File: src/rtl/uart_rx.sv
// ---------------------------------------------------------------------------
// uart_rx
// UART receiver. It samples the serial line using the shared 16x baud tick.
// Frame format: 1 start bit, DBIT data bits sent LSB first, no parity, and a
// stop period that lasts SB_TICK ticks.
//
// Ports
//   clk          : system clock; all logic runs on the rising edge
//   reset        : asynchronous, active-high reset
//   rx           : serial line; asynchronous to clk; idles high
//   s_tick       : one-cycle pulse at 16x the baud rate
//   dout[7:0]    : last received word, zero-extended above DBIT
//   rx_done_tick : one-cycle pulse when a frame completes
//   frame_err    : the stop-bit sample of the last frame was 0
//   rx_busy      : high whenever the FSM is not in IDLE
//
// Handshake: rx_done_tick is a valid-only strobe. There is no ready signal.
// dout and frame_err are valid in the cycle where rx_done_tick is high.
// They hold their values until the next completion.
// ---------------------------------------------------------------------------
module uart_rx #(
    parameter int DBIT    = 8,
    parameter int SB_TICK = 16
) (
    input  logic       clk,
    input  logic       reset,
    input  logic       rx,
    input  logic       s_tick,
    output logic [7:0] dout,
    output logic       rx_done_tick,
    output logic       frame_err,
    output logic       rx_busy
);

    typedef enum logic [1:0] {
        IDLE  = 2'd0,
        START = 2'd1,
        DATA  = 2'd2,
        STOP  = 2'd3
    } state_t;

    localparam logic [4:0] S_MID_START = 5'd7;
    localparam logic [4:0] S_MID_DATA  = 5'd15;
    localparam logic [4:0] S_STOP_LAST = 5'(SB_TICK - 1);
    localparam logic [2:0] N_LAST      = 3'(DBIT - 1);
    localparam int         ALIGN_SHIFT = 8 - DBIT;

    state_t     state_q, state_d;
    logic [4:0] s_q, s_d;
    logic [2:0] n_q, n_d;
    logic [7:0] b_q, b_d;
    logic [7:0] dout_q, dout_d;
    logic       done_q, done_d;
    logic       ferr_q, ferr_d;
    logic       busy_q, busy_d;
    logic       rx_meta_q, rx_meta_d;
    logic       rx_s_q, rx_s_d;

    always_comb begin
        rx_meta_d = rx;
        rx_s_d    = rx_meta_q;
        state_d   = state_q;
        s_d       = s_q;
        n_d       = n_q;
        b_d       = b_q;
        dout_d    = dout_q;
        ferr_d    = ferr_q;
        done_d    = 1'b0;

        case (state_q)
            IDLE: begin
                // The start edge is seen without waiting for s_tick.
                if (!rx_s_q) begin
                    state_d = START;
                    s_d     = 5'd0;
                end
            end
            START: begin
                if (s_tick) begin
                    if (s_q == S_MID_START) begin
                        if (!rx_s_q) begin
                            state_d = DATA;
                            s_d     = 5'd0;
                            n_d     = 3'd0;
                        end else begin
                            // The line is high again at mid start bit,
                            // so treat it as a glitch.
                            state_d = IDLE;
                        end
                    end else begin
                        s_d = s_q + 5'd1;
                    end
                end
            end
            DATA: begin
                if (s_tick) begin
                    if (s_q == S_MID_DATA) begin
                        b_d = {rx_s_q, b_q[7:1]};
                        s_d = 5'd0;
                        if (n_q == N_LAST) begin
                            state_d = STOP;
                        end else begin
                            n_d = n_q + 3'd1;
                        end
                    end else begin
                        s_d = s_q + 5'd1;
                    end
                end
            end
            STOP: begin
                if (s_tick) begin
                    if (s_q == S_STOP_LAST) begin
                        state_d = IDLE;
                        done_d  = 1'b1;
                        // The first bit received has moved down to
                        // b_q[ALIGN_SHIFT]. Shift it back to bit 0.
                        dout_d  = b_q >> ALIGN_SHIFT;
                        ferr_d  = ~rx_s_q;
                    end else begin
                        s_d = s_q + 5'd1;
                    end
                end
            end
            default: state_d = IDLE;
        endcase

        busy_d = (state_d != IDLE);
    end

    always_ff @(posedge clk or posedge reset) begin
        if (reset) begin
            rx_meta_q <= 1'b1;
            rx_s_q    <= 1'b1;
            state_q   <= IDLE;
            s_q       <= 5'd0;
            n_q       <= 3'd0;
            b_q       <= 8'd0;
            dout_q    <= 8'd0;
            done_q    <= 1'b0;
            ferr_q    <= 1'b0;
            busy_q    <= 1'b0;
        end else begin
            rx_meta_q <= rx_meta_d;
            rx_s_q    <= rx_s_d;
            state_q   <= state_d;
            s_q       <= s_d;
            n_q       <= n_d;
            b_q       <= b_d;
            dout_q    <= dout_d;
            done_q    <= done_d;
            ferr_q    <= ferr_d;
            busy_q    <= busy_d;
        end
    end

    assign dout         = dout_q;
    assign rx_done_tick = done_q;
    assign frame_err    = ferr_q;
    assign rx_busy      = busy_q;

endmodule
File: config.mk
export PLATFORM = sky130hd
export DESIGN_NAME = uart_rx
export DESIGN_NICKNAME = d
export VERILOG_FILES = /design/src/rtl/uart_rx.sv
export SDC_FILE = /design/constraint.sdc
export NUM_CORES = 1
export LEC_CHECK = 0
export ABC_AREA = 1
export BUFFER_PORTS_ARGS = -buffer_cell sky130_fd_sc_hd__buf_2
export CELL_PAD_IN_SITES_DETAIL_PLACEMENT = 0
export CELL_PAD_IN_SITES_GLOBAL_PLACEMENT = 2
export CORE_MARGIN = 3
export CORE_UTILIZATION = 35
export DETAILED_ROUTE_END_ITERATION = 12
export GPL_TIMING_DRIVEN = 0
export HOLD_SLACK_MARGIN = 0.1
export PLACE_DENSITY = 0.77
export SLEW_MARGIN = 20
export SYNTH_ARGS = -nofsm -noshare
export SYNTH_HDL_FRONTEND = slang
export SYNTH_SLANG_ARGS = --single-unit
File: constraint.sdc
create_clock -name clk -period 2.2 [get_ports clk]
set_clock_uncertainty 0.2 [all_clocks]
set_input_delay 0.22 -clock clk [delete_from_list [all_inputs] [get_ports clk]]
set_output_delay 0.22 -clock clk [all_outputs]
set_load 0.02 [all_outputs]
; Word-level counts from Yosys, hierarchy flattened
; Index checks and enable logic that the tools add are counted.
[totals]
register_bits = 31
latchBits = 0
ramBits = 0
romBits = 0
out_inout_bits = 11
wordCells = 62
n_memories = 0
[op_classes]
n_addsub = 2
n_mul = 0
div_mod_pow = 0
magnitude_cmp = 0
n_eq_ne = 14
n_shift = 0
n_mux = 28
n_bitwise = 1
reduce_logical = 7
[ops]
columns = op, count
row1 = $mux W5, 7
row2 = $pmux W5 S4, 1
row3 = $mux W2, 9
row4 = $mux W3, 6
row5 = $ne A2 B2 Y1 const B, 8
row6 = $pmux W2 S4, 1
row7 = $reduce_and A7 Y1, 1
row8 = $pmux W3 S2, 1
row9 = $reduce_and A3 Y1, 2
row10 = $add A5 B1 Y5 const B, 1
row11 = $eq A5 B3 Y1 const B, 1
row12 = $eq A5 B4 Y1 const B, 1
row13 = $eq A2 B2 Y1 const B, 2
row14 = $reduce_and A4 Y1, 1
row15 = $reduce_bool A2 Y1, 2
row16 = $add A3 B1 Y3 const B, 1
row17 = $eq A3 B3 Y1 const B, 1
row18 = $mux W1, 3
row19 = $eq A2 B1 Y1 const B, 1
row20 = $logic_not A2 Y1, 1
row21 = $not A1 Y1, 1

; Longest topological paths before layout
; Gate-level depths: netlist of the first run.
[depth]
word_depth = 6
ltp_mapped = 11
mapped_depth_nobuf = 11

; Worst setup path before layout of the first run
; No wires, ideal clock.
[synth_path]
kind = reg2reg
startpoint = register s_q[0]
endpoint = register dout_q[0], in the netlist dout[0]
setup_time_ps = 125
arrival_ps = 1574
setup_slack_ps = 301
path_stages_with_launch = 9
path_buffers = 1
cell_sequence = dfrtp_1 ha_1 nand2_1 nor2_1 ha_1 nand2_4 nor2_8 buf_12 mux2_4
[synth_between]
elab_chain_len = 2
[synth_rtl]
columns = item, line_no
row1 = "start, declared", 49  ; logic [4:0] s_q, s_d;
row2 = "start signal, assigned", 135  ; s_q <= 5'd0;
row3 = "start signal, assigned", 146  ; s_q <= s_d;
row4 = $eq A5 B4 Y1, 112  ; if (s_q == S_STOP_LAST) begin
row5 = $reduce_and A3 Y1 (no source line), --
row6 = "end signal, assigned", 149  ; dout_q <= dout_d;
row7 = "end, declared", 52  ; logic [7:0] dout_q, dout_d;
; Every way passes these cells.
; A chain may end at the register's enable or synchronous reset.

; Worst setup path after layout of the first run
[layout_path]
startpoint = register s_q[1]
endpoint = register dout_q[2], in the netlist dout[2]
; Same word-level chain as after synthesis.

==> results of run 1 <==
[worst min path at each step]
stage / end / start / cells after the start / slack, ps
3_3_place_gp: rx_meta_q / rx / 1 / 130
5_1_grt: rx_s_q / rx_meta_q / 0 / 170
2_1_floorplan: rx_meta_q / rx / 0 / 20
6_report: rx_s_q / rx_meta_q / 0 / 160
4_1_cts: rx_s_q / rx_meta_q / 0 / 160
3_5_place_dp: rx_meta_q / rx / 1 / 130
[cell usage after synthesis]
master and n:
sky130_fd_sc_hd__nor2_8 1, sky130_fd_sc_hd__inv_1 22, sky130_fd_sc_hd__nor2_4 2, sky130_fd_sc_hd__inv_2 1
sky130_fd_sc_hd__nor2_1 17, sky130_fd_sc_hd__a21oi_1 3, sky130_fd_sc_hd__o21ai_1 4, sky130_fd_sc_hd__dfstp_2 2
sky130_fd_sc_hd__buf_12 1, sky130_fd_sc_hd__nand4_1 1, sky130_fd_sc_hd__a21oi_2 1, sky130_fd_sc_hd__mux2_2 3
sky130_fd_sc_hd__nand2_1 52, sky130_fd_sc_hd__buf_6 2, sky130_fd_sc_hd__mux2_4 3, sky130_fd_sc_hd__dfrtp_1 29
sky130_fd_sc_hd__inv_6 1, sky130_fd_sc_hd__nand2_2 3, sky130_fd_sc_hd__nand3_2 1, sky130_fd_sc_hd__nand3_1 19
sky130_fd_sc_hd__ha_1 6, sky130_fd_sc_hd__or2_1 1, sky130_fd_sc_hd__nand2_4 3
[registers in the layout, indices dropped and copies added, names as in the netlist]
register      cells
b_q               8
dout              8
frame_err         1
n_q               3
rx_busy           1
rx_done_tick      1
rx_meta_q         1
rx_s_q            1
s_q               5
state_q           2
[layout by cell type, fill, tap and decap left out, types with 4 or more instances in the layout]
cell,netlist,routed
sky130_fd_sc_hd__nor2_1,17,16
sky130_fd_sc_hd__inv_1,22,21
sky130_fd_sc_hd__dfrtp_1,29,29
sky130_fd_sc_hd__nand2_1,52,52
sky130_fd_sc_hd__o21ai_1,4,4
sky130_fd_sc_hd__ha_1,6,6
sky130_fd_sc_hd__nand3_1,19,19
sky130_fd_sc_hd__clkbuf_8,0,7
sky130_fd_sc_hd__buf_2,0,14
[repair_timing]
item	4_1_cts	5_1_grt
hold buffers	2	0
resized for setup	0	1
setup endpoints to repair	0	9
buffers inserted	0	1
hold endpoints to repair	30	0
[final cells by class]
| class | instances | area [um^2] | share of cell area (%) |
|---|---|---|---|
| sequential | 31 | 778 | 42.0 |
| clock inverter | 1 | 7.51 | 0.405 |
| timing repair buffer | 17 | 97.6 | 5.27 |
| buffer | 3 | 42.5 | 2.30 |
| tap | 50 | 62.6 | 3.38 |
| inverter | 24 | 95.1 | 5.14 |
| clock buffer | 7 | 96.3 | 5.20 |
| multi-input combinational | 120 | 672 | 36.3 |
[cells by family after synthesis]
family	share of synthesized area [%]
fa+ha+maj	4.74
mux	4.97
buf+inv	8.68
flops	49.1
compound gates	2.76
simple gates	29.8
[critical path: stages, from the launching register on]
cell,delay (ps)
sky130_fd_sc_hd__dfrtp_1,400
sky130_fd_sc_hd__ha_1,190
sky130_fd_sc_hd__nand2_1,80
sky130_fd_sc_hd__nor2_2,140
sky130_fd_sc_hd__ha_1,220
sky130_fd_sc_hd__nand2_4,90
sky130_fd_sc_hd__nor2_8,130
sky130_fd_sc_hd__buf_12,140
sky130_fd_sc_hd__mux2_4,290
[report_power, final]
part	switching, mW	internal [mW]
registers	0.0458	0.624
clock network	0.204	0.284
logic	0.234	0.117
[through the flow]
stage / hold WS [ps] / utilization, % / cell area [um^2]
global placement: 134 / 41.2 / 1720
floorplan: 24.5 / - / 1590
detailed placement: 133 / 41.2 / 1720
finish: 158 / 44.4 / 1850
global route: 165 / 44.4 / 1850
CTS: 160 / 44.1 / 1840
[routing by layer]
metal  global-route usage [%]  part of all wire, %
met1                     16.1                   53
met2                     18.3                   42
met4                     4.83                  1.3
met3                     3.83                  3.4
met5                        0                    0
==> run summary, run 1 <==
The area overhead of the layout relative to synthesis came out at 16.8%. At the pin with the least slew margin, the transition time is 644 ps. The logs give 0 for the DRC violations left and 184 ps for the slack of the critical path.

The capture instance of the worst register-to-register path is dout[2]. The total nets after synthesis is 188. Setup repair after global routing left no endpoint under its margin. Class of the tightest hold or removal check: register to register. The run finished with clean final reports.

Detailed router's first-iteration violation count: 63. The port buffer count was 14. The synthesized design spends more area on one cell type than any other, namely sky130_fd_sc_hd__dfrtp_1. The logs give 270 ps for the clock network latency to the later pin of the worst-skew pair and 1970 ps for the data arrival at the endpoint of the critical path. The worst-case IR drop observed on VDD is 0.289 mV. The cell sitting at the root of the clock tree is a sky130_fd_sc_hd__clkbuf_8.

For this design the static power due to leakage is 1.06 nW. The final number of max-transition violations was 0; the height of the chip was 73.3 um. The count of cells along the worst register-to-register path was 8.

The count of state elements after synthesis was 31. For this run, the number of Yosys warnings is 0. The floorplan step defined a core boundary enclosing 4170 um^2. After legalization and detailed placement, the total HPWL measured 2.09 mm.

The most critical setup path has its startpoint at s_q[1]. The total power was 1.51 mW; the slack of the worst reg-to-reg path was 180 ps. In this run the critical register-to-register path is launched from s_q[1]. In this run the worst setup path terminates at dout[2].

The largest fanout on the critical path is 10. The logs give 0 ps for the final sum of negative setup slack and 0 for the global route total overflow. The classification of the worst setup path is register to register. The average wire length per cell after detail routing was 11.2 um.

Across every metal layer, demand over resource in global routing totals 12.1%. The number of sinks on the clock net was 31. In the synthesized netlist, the number of instances is 178. Total number of H-tree levels: 2. The number of global-route vias before repair is 1111, and the clock tree buffer depth is 2. After the flow finishes, the layout carries non-filler instances totaling 253. The worst setup path is launched from a register. The final layout contains routed wiring with a total length of 2.82 mm. The filler cell count is 407, and the proportion of layout cells with a drive suffix above 1 is 24.1%. Shortest period the worst path allows: 2020 ps. For the number of hold violations in the final report, the log shows 0.

The final cycle utilization of the critical path is 91.6%. Antenna diode count: 0. Clock-pin transition on the worst setup and hold timing paths: 70 ps.

The tools report the initial antenna violation count as 0. Setup violations remaining at the end of the flow were counted as 0. Number of rows created at floorplan: 23. TritonCTS built the clock tree. In the post-synthesis netlist, the biggest area contributors are sky130_fd_sc_hd__dfrtp_1 46%, sky130_fd_sc_hd__nand2_1 12%, sky130_fd_sc_hd__nand3_1 6.0%. For the count of distinct cell types in the synthesized netlist, the log shows 23. Routability-driven placement finished with a final weighted congestion of 0.782.

The share of the Yosys chip area taken by registers is 49.1%. For this design the top-level I/O count stands at 15. Once the floorplan was initialized, standard cells occupied 38.0% of the core.

For the total number of vias, the log shows 1135. STA classifies the critical path endpoint as a register. The share of synthesized area in the top cell type comes to 45.8%. The total power density per cell area was 815 nW/um^2; the maximum frequency from static timing analysis was 496 MHz.

The number of CTS-inserted buffers was 5. The die covers 5370 um^2. The first detailed-routing pass took 4 iterations.

Dividing the detail-routed via count by the number of cells gives 4.49. The tightest slew margin relative to the limit was 57.0%. The first global-routing pass estimated 5.04 mm of wire. The critical path required time was 2160 ps; the area of the mapped netlist was 1590 um^2. For this run, the post-layout net count is 212. Max-cap violations in this run came to 0.

The synthesized area divided by synthesized cell count is 8.91 um^2, and the final antenna-violating net count is 0. The number of cells in the design after placement was 242. Measured along the x axis, the die boundary spans 73.3 um.

For the pin count of the biggest net entering global routing, the log shows 32. The worst setup slack before clock tree synthesis was 98.4 ps.
No activity file was read; power rests on OpenSTA's default activity.
==> run 2: changes to the inputs <==
--- a/config.mk
+++ b/config.mk
@@ -5,7 +5,7 @@
 export SDC_FILE = /design/constraint.sdc
 export NUM_CORES = 1
 export LEC_CHECK = 0
-export ABC_AREA = 1
+export ABC_AREA = 0
 export BUFFER_PORTS_ARGS = -buffer_cell sky130_fd_sc_hd__buf_2
 export CELL_PAD_IN_SITES_DETAIL_PLACEMENT = 0
 export CELL_PAD_IN_SITES_GLOBAL_PLACEMENT = 2
@@ -14,7 +14,7 @@
 export DETAILED_ROUTE_END_ITERATION = 12
 export GPL_TIMING_DRIVEN = 0
 export HOLD_SLACK_MARGIN = 0.1
-export PLACE_DENSITY = 0.77
+export PLACE_DENSITY = 0.73
 export SLEW_MARGIN = 20
 export SYNTH_ARGS = -nofsm -noshare
 export SYNTH_HDL_FRONTEND = slang
==> run summary, run 2 <==
The switching power of the nets is 503 uW (+4.0%). The share of total power in the clock network came out at 29.0% (-3.4 points). TritonCTS built the clock tree. The largest individual stage delay along the critical path comes from the cell sky130_fd_sc_hd__dfrtp_1. The average wire length per cell after detail routing works out to 13.3 um (+19%). The port buffer count was 13 (-1); the number of max-cap violations was 0 (unchanged). Library cell used as clock root buffer: sky130_fd_sc_hd__clkbuf_8. Among all cell types in the netlist, the one instantiated most often is sky130_fd_sc_hd__nand2_1. The count of endpoints failing setup in the final report came out at 0 (unchanged). The logs give 4.66 mm (-7.5%) for the global-route wire length before repair and -131 ps (-229 ps) for the worst setup slack before clock tree synthesis. The synthesized area divided by synthesized cell count works out to 11.4 um^2 (+28%). The dominant register cell in the synthesized netlist is sky130_fd_sc_hd__dfrtp_1.

Clock tree buffer depth: 2 (unchanged). Leaving out fill and tap cells, the most frequent cells in the layout are 32 x sky130_fd_sc_hd__nand2_1, 29 x sky130_fd_sc_hd__dfrtp_1, 15 x sky130_fd_sc_hd__buf_2, 8 x sky130_fd_sc_hd__mux2_2, 7 x sky130_fd_sc_hd__clkbuf_8. The run gives 0 (unchanged) as the final number of max-transition violations. The tools report the number of rows created at floorplan as 22 (-4.3%).

The initial antenna violation count came out at 0 (unchanged). The top cell type's share of synthesized area came out at 49.6% (+3.8 points). The number of hold violations in the final report came out at 0 (unchanged).

Class of the tightest hold or removal check: register to register. Area of the core: 3850 um^2 (-7.6%). The logs give 0 (unchanged) for the global route total overflow and 56.6% (-0.37 points) for the tightest slew margin relative to the limit.

The run gives 1.17 mW (+14%) as the cell-internal power. met2 is the most crowded layer. The share of synthesized registers carrying an async set or reset is 100% (unchanged), and the met1 global-route usage is 15.7% (-0.38 points). The area overhead of the layout relative to synthesis came out at 19.3%.

The logs give 4990 um^2 (-7.1%) for the die area and 27.5% (+4.3 points) for the power share of the combinational group. The number of enable flip-flop cells after synthesis was 0 (unchanged); the proportion of layout cells with a drive suffix above 1 was 32.0% (+7.9 points). Height of the chip: 70.6 um (-3.6%). For the total number of vias, the log shows 989 (-13%).

The final-stage net count is 162 (-24%). The endpoint type of the worst setup path is a register. The largest fanout on the critical path was 4 (-6); the number of sinks on the clock net was 31 (unchanged).

The die boundary width was 70.6 um (-3.6%). The pin count of the biggest net entering global routing is 32 (unchanged). The total number of H-tree levels was 2 (unchanged). The clock-pin transition on the worst setup and hold timing paths came out at 60 ps (about the same).

The count of mapped cells out of synthesis is 128 (-28%). The tools report the total half-perimeter wirelength after legalization and detailed placement as 1.81 mm (-13%). The area of the mapped netlist is 1460 um^2 (-7.7%), and the transition time at the pin with the least slew margin is 650 ps (+5.59 ps). The run gives 0.703 (-10%) as the weighted congestion reported at the end of routability-driven placement. The run gives 0 (unchanged) as the antenna diode count. The fraction of power spent switching nets is 30.0% (-2.0 points). The logs give 138 (-27%) for the total nets after synthesis and 0 (unchanged) for the DRC violations left. Commonest non-fill, non-tap cell in the layout: sky130_fd_sc_hd__nand2_1.

Sequential cell fraction of total power: 43.6% (-0.8 points). For the number of top-level pins, the log shows 15 (unchanged). For the count of distinct cell types in the synthesized netlist, the log shows 38 (+65%). The number of CTS-inserted buffers is 5 (unchanged). The run gives 2.68 mm (-5.2%) as the final wirelength. The stage delay of the slowest cell on the critical path is 410 ps (about the same), and the post-route worst hold slack is 159 ps (+1.06 ps).

The number of warnings reported in the yosys synthesis log was 0 (unchanged). The run gives 3.98% (+0.15 points) as the met3 global-route usage. The logs give 11.9% (-0.22 points) for the total track usage and 468 MHz (-5.7%) for the maximum frequency from static timing analysis. The signal on the critical path passes through ha_4 > and3_1 > ha_2 > a21bo_1 > a21oi_4 > nand2_2 > a221o_1. The share of the yosys chip area belonging to registers is 53.2% (+4.1 points), and the shortest period the worst path allows is 2140 ps (+122 ps).

The final cycle utilization of the critical path is 97.2% (+5.5 points), and the total buffers and inverters traversed by the critical path is 0 (-1). Post-detailed-route via-to-cell ratio: 4.92 (+9.7%). The number of global-route vias before repair is 987 (-11%), and the slack of the critical path is 62.3 ps (-122 ps).

The static leakage came out at 0.898 nW (-15%). For the initial core utilization, the log shows 38.0% (about the same). The final antenna-violating net count is 0 (unchanged). The kind of cell with the highest combined delay along the critical path is compound AO/OA/AOI/OAI gates. The worst setup path is launched from a register. Biggest area consumer among synthesized cells: sky130_fd_sc_hd__dfrtp_1. The logs give 4 (unchanged) for the number of iterations in the first detailed-routing pass and 0.516 mV (+79%) for the worst voltage drop across the vdd grid. The clock network latency to the later pin of the worst-skew pair is 280 ps (about the same), and the critical path required time is 2160 ps (about the same). The run finished with clean final reports.

By area the synthesized netlist is led by sky130_fd_sc_hd__dfrtp_1 50%, sky130_fd_sc_hd__nand2_1 8.2%, sky130_fd_sc_hd__mux2_2 6.2%. For the data arrival at the endpoint of the critical path, the log shows 2100 ps (+130 ps). By count the netlist is led by 32 x sky130_fd_sc_hd__nand2_1, 29 x sky130_fd_sc_hd__dfrtp_1, 8 x sky130_fd_sc_hd__mux2_2. The classification of the worst setup path was register to register. The met2 track demand over resource in global routing was 17.6% (-0.70 points); the count of state elements after synthesis was 31 (unchanged). The detailed router's first-iteration violation count was 46 (-27%). The total power density per cell area was 960 nW/um^2 (+18%).
==> run 2: what timing repair did <==
item | CTS | global route
pin swaps | 1 | 0
endpoints found under the hold margin | 30 | 0
gates resized for setup | 3 | 1
setup endpoints to repair | 5 | 6
hold buffers | 2 | 0
buffers inserted | 0 | 2
==> run 2: through the flow <==
stage / area (um^2) / util, % / total power, mW / TNS [ps] / cells
after floorplan: 1460 / - / 1.05 / 0 / 128
after global placement: 1590 / 41.2 / 1.13 / -259 / 189
after detailed placement: 1590 / 41.2 / 1.14 / -384 / 189
after CTS: 1720 / 44.6 / 1.66 / 0 / 199
after global routing: 1750 / 45.3 / 1.79 / -2.16 / 201
final: 1750 / 45.3 / 1.68 / 0 / 201
==> run 2: power by group through the flow <==
stage | Combinational (mW) | Sequential, mW | Clock (mW)
floorplan | 0.329 | 0.724 | 0
global placement | 0.400 | 0.729 | 0
detailed placement | 0.410 | 0.734 | 0
CTS | 0.430 | 0.726 | 0.501
global route | 0.519 | 0.741 | 0.526
finish | 0.460 | 0.730 | 0.485
==> run 2: final cells by class <==
cell class                      instances  area [um^2]
Buffer                                  4         21.3
Clock buffer                            8          100
Fill cell                             379         2110
Inverter                                8         30.0
Multi-Input combinational cell         85          656
Sequential cell                        31          778
Tap cell                               48         60.1
Timing Repair Buffer                   17          100
==> run 2: worst register-to-register path, stage by stage, from the launching register on <==
cell,delay [ps]
sky130_fd_sc_hd__dfrtp_1,410
sky130_fd_sc_hd__ha_4,190
sky130_fd_sc_hd__and3_1,180
sky130_fd_sc_hd__ha_2,220
sky130_fd_sc_hd__a21bo_1,220
sky130_fd_sc_hd__a21oi_4,160
sky130_fd_sc_hd__nand2_2,90
sky130_fd_sc_hd__a221o_1,350
==> run 2: path summary, 6_finish.rpt <==
path	from	to	slack, ps	cells past startpoint
worst max-delay path	s_q[1]	s_q[2]	60	7
worst min-delay path	rx_meta_q	rx_s_q	160	0
worst max register to register	s_q[1]	s_q[2]	60	7
worst min register to register	rx_meta_q	rx_s_q	160	0
max in group asynchronous	reset	s_q[1]	990	3
min in group asynchronous	reset	dout[4]	380	3
==> run 2: cell families (layout without fill, tap and decap cells) <==
family | count (synthesis) | after routing | synth area share (%)
AOI/OAI and AO/OA | 19 | 19 | 11.0
xor gates and xnor gates | 1 | 1 | 0.599
adders and majority gates | 6 | 6 | 5.13
buffers and inverters | 12 | 37 | 3.51
DFF | 31 | 31 | 53.2
muxes | 11 | 11 | 8.55
and+or+nand+nor | 48 | 48 | 18.0
==> run 2: layer usage <==
layer	vias to the layer above	wire length [um]	share of wire (%)
li1	487	-	-
met1	479	1320	49
met2	17	1210	45
met3	6	98	3.7
met4	0	51	1.9
met5	-	0	0
==> run 3: changes to the inputs <==
--- a/config.mk
+++ b/config.mk
@@ -7,14 +7,12 @@
 export LEC_CHECK = 0
 export ABC_AREA = 0
 export BUFFER_PORTS_ARGS = -buffer_cell sky130_fd_sc_hd__buf_2
-export CELL_PAD_IN_SITES_DETAIL_PLACEMENT = 0
-export CELL_PAD_IN_SITES_GLOBAL_PLACEMENT = 2
 export CORE_MARGIN = 3
 export CORE_UTILIZATION = 35
 export DETAILED_ROUTE_END_ITERATION = 12
 export GPL_TIMING_DRIVEN = 0
 export HOLD_SLACK_MARGIN = 0.1
-export PLACE_DENSITY = 0.73
+export PLACE_DENSITY = 0.53
 export SLEW_MARGIN = 20
 export SYNTH_ARGS = -nofsm -noshare
 export SYNTH_HDL_FRONTEND = slang
==> run summary, run 3 (same netlist as run 2, synthesis figures left out) <==
The flow ran to the end, and the final reports show no timing, DRC or antenna violations. The run gives 0 (unchanged) as the final antenna-violating net count. The final wirelength is 2.69 mm (+0.60%), and the detailed router's first-iteration violation count is 36 (-22%). The tools report the initial antenna violation count as 0 (unchanged). The path with the worst hold slack has its endpoint at rx_s_q.

For the number of rows created at floorplan, the log shows 22 (unchanged). The total cell area at the placement stage is 1590 um^2 (unchanged). The startpoint identified for the worst hold timing path is rx_meta_q. The post-detailed-route via-to-cell ratio is 4.92 (about the same), and the final cycle utilization of the critical path is 98.4% (+1.2 points). The clock-pin transition on the worst setup and hold timing paths is 60 ps (about the same), and the tightest slew margin relative to the limit is 56.0% (-0.56 points). For the final number of max-transition violations, the log shows 0 (unchanged). Commonest non-fill, non-tap cell in the layout: sky130_fd_sc_hd__nand2_1.

The tools report the clock network latency to the later pin of the worst-skew pair as 270 ps (about the same). In this run the critical register-to-register path is captured at s_q[2]. Class of the tightest hold or removal check: register to register. The static leakage is 0.885 nW (-1.4%), and the total half-perimeter wirelength after legalization and detailed placement is 1.86 mm (+2.9%). The number of top-level pins is 15 (unchanged), and the initial core utilization is 38.0% (unchanged). The tools report the total track usage as 11.7% (-0.16 points). The launch instance of the worst register-to-register path was s_q[0].

The count of cells along the worst register-to-register path is 7 (unchanged). The global route total overflow is 0 (unchanged). The slack of the worst reg-to-reg path is 40 ps (-30 ps). TritonCTS built the clock tree. The worst setup path is launched from a register.

The worst hold path cell count works out to 0 (unchanged). Setup repair after global routing could not meet its margin everywhere. The clock tree buffer depth is 2 (unchanged), and the critical path required time is 2150 ps (about the same).

The transition time at the pin with the least slew margin was 658 ps (+8.34 ps). The weighted congestion reported at the end of routability-driven placement was 0.740 (+5.2%). In the layout the commonest cells are 32 x sky130_fd_sc_hd__nand2_1, 29 x sky130_fd_sc_hd__dfrtp_1, 15 x sky130_fd_sc_hd__buf_2, 8 x sky130_fd_sc_hd__mux2_2, 6 x sky130_fd_sc_hd__inv_1. The number of iterations in the first detailed-routing pass is 4 (unchanged).

The total power was 1.59 mW (-5.3%); the count of endpoints failing setup in the final report was 0 (unchanged). The tools report the die area as 4990 um^2 (unchanged). The run gives 984 (-0.51%) as the total number of vias. The number of global-route vias before repair is 1002 (+1.5%), and the height of the chip is 70.6 um (unchanged). The number of sinks on the clock net came out at 31 (unchanged). For the number of max-cap violations, the log shows 0 (unchanged). The summed area of non-filler cells in the final layout is 1720 um^2 (-1.2%), and the proportion of layout cells with a drive suffix above 1 is 32.2% (+0.21 points).

The maximum frequency from static timing analysis is 462 MHz (-1.2%), and the data arrival at the endpoint of the critical path is 2120 ps (+20 ps). For the number of hold violations in the final report, the log shows 0 (unchanged). The critical path is of the register to register type. The die boundary width came out at 70.6 um (unchanged).

The average wire length per cell after detail routing is 13.5 um (+1.1%), and the shortest period the worst path allows is 2160 ps (+26.9 ps). The antenna diode count was 0 (unchanged). The worst voltage drop across the vdd grid is 0.411 mV (-20%). Area of the core: 3850 um^2 (unchanged). For the DRC violations left, the log shows 0 (unchanged).

The number of CTS-inserted buffers is 5 (unchanged), and the area overhead of the layout relative to synthesis is 17.9%. The tools report the global-route wire length before repair as 4.68 mm (+0.45%). The worst setup path is captured at a register. The final-stage net count was 161 (-0.62%). The port buffer count is 13 (unchanged). The total power density per cell area was 920 nW/um^2 (-4.2%).

The total number of H-tree levels came out at 2 (unchanged). In this run the clock root is driven by a sky130_fd_sc_hd__clkbuf_8. The pin count of the biggest net entering global routing is 32 (unchanged), and the largest fanout on the critical path is 4 (unchanged).
[run 3: changes by cell type in the layout (fill, tap and decap cells not counted)]
cell	previous run	this run
sky130_fd_sc_hd__and3_2	0	1
sky130_fd_sc_hd__a21oi_2	0	1
sky130_fd_sc_hd__ha_2	1	0
sky130_fd_sc_hd__and3_1	1	0
sky130_fd_sc_hd__buf_4	3	2
sky130_fd_sc_hd__clkbuf_2	0	1
sky130_fd_sc_hd__clkinv_2	0	1
sky130_fd_sc_hd__clkbuf_8	7	5
sky130_fd_sc_hd__ha_4	1	2
sky130_fd_sc_hd__a21oi_4	1	0
[run 3: worst max-delay path: stages (launching register included)]
cell and delay, ps:
sky130_fd_sc_hd__dfrtp_1 430, sky130_fd_sc_hd__ha_4 200, sky130_fd_sc_hd__and3_2 210, sky130_fd_sc_hd__ha_4 190, sky130_fd_sc_hd__a21bo_1 200, sky130_fd_sc_hd__a21oi_2 180, sky130_fd_sc_hd__nand2_2 90, sky130_fd_sc_hd__a221o_1 350
[run 3: area by class of cell]
class	count	area [um^2]
Inverter	8	30.0
Clock inverter	1	5.00
Buffer	4	22.5
Tap cell	48	60.1
Fill cell	373	2130
Clock buffer	7	76.3
Timing Repair Buffer	16	92.6
Sequential cell	31	778
Multi-Input combinational cell	85	659
[run 3: worst max-delay path by stage]
| stage | slack, ps | start | cells after the start | endpoint |
|---|---|---|---|---|
| 2_1_floorplan | 70 | s_q[0] | 7 | s_q[2] |
| 3_3_place_gp | -80 | s_q[0] | 7 | s_q[2] |
| 3_5_place_dp | -100 | s_q[0] | 7 | s_q[2] |
| 4_1_cts | 3 | s_q[0] | 7 | s_q[2] |
| 5_1_grt | -10 | s_q[0] | 7 | s_q[2] |
| 6_report | 40 | s_q[0] | 7 | s_q[2] |
[run 3: report_power, final]
group	leakage (nW)	total, mW	switching (mW)	internal (mW)
registers	0.405	0.729	0.0756	0.654
logic	0.438	0.440	0.218	0.222
clock network	0.0422	0.417	0.195	0.221
total	0.885	1.59	0.489	1.10
[run 3: timing repair]
| item | in CTS | in global routing |
|---|---|---|
| pin swaps | 0 | 1 |
| hold buffers | 2 | 0 |
| endpoints found under the setup margin | 4 | 3 |
| endpoints found under the hold margin | 30 | 0 |
| setup buffers | 0 | 1 |
| resized for setup | 2 | 5 |
[run 3: through the flow]
stage / cells / hold slack [ps] / util [%] / setup TNS [ps] / worst slack (ps)
after floorplan: 128 / 24.5 / - / 0 / 65.4
after global placement: 189 / 126 / 41.2 / -181 / -76.3
after detailed placement: 189 / 129 / 41.2 / -257 / -100
after CTS: 199 / 163 / 44.0 / 0 / 3.15
after global routing: 200 / 164 / 44.7 / -10.7 / -10.7
final: 200 / 162 / 44.7 / 0 / 35.3
[run 3: routing by layer]
metal  global-route usage, %  wire (um)
met1                    15.6       1270
met2                    18.1       1300
met3                    3.41        111
met4                    4.38         12
met5                       0          0
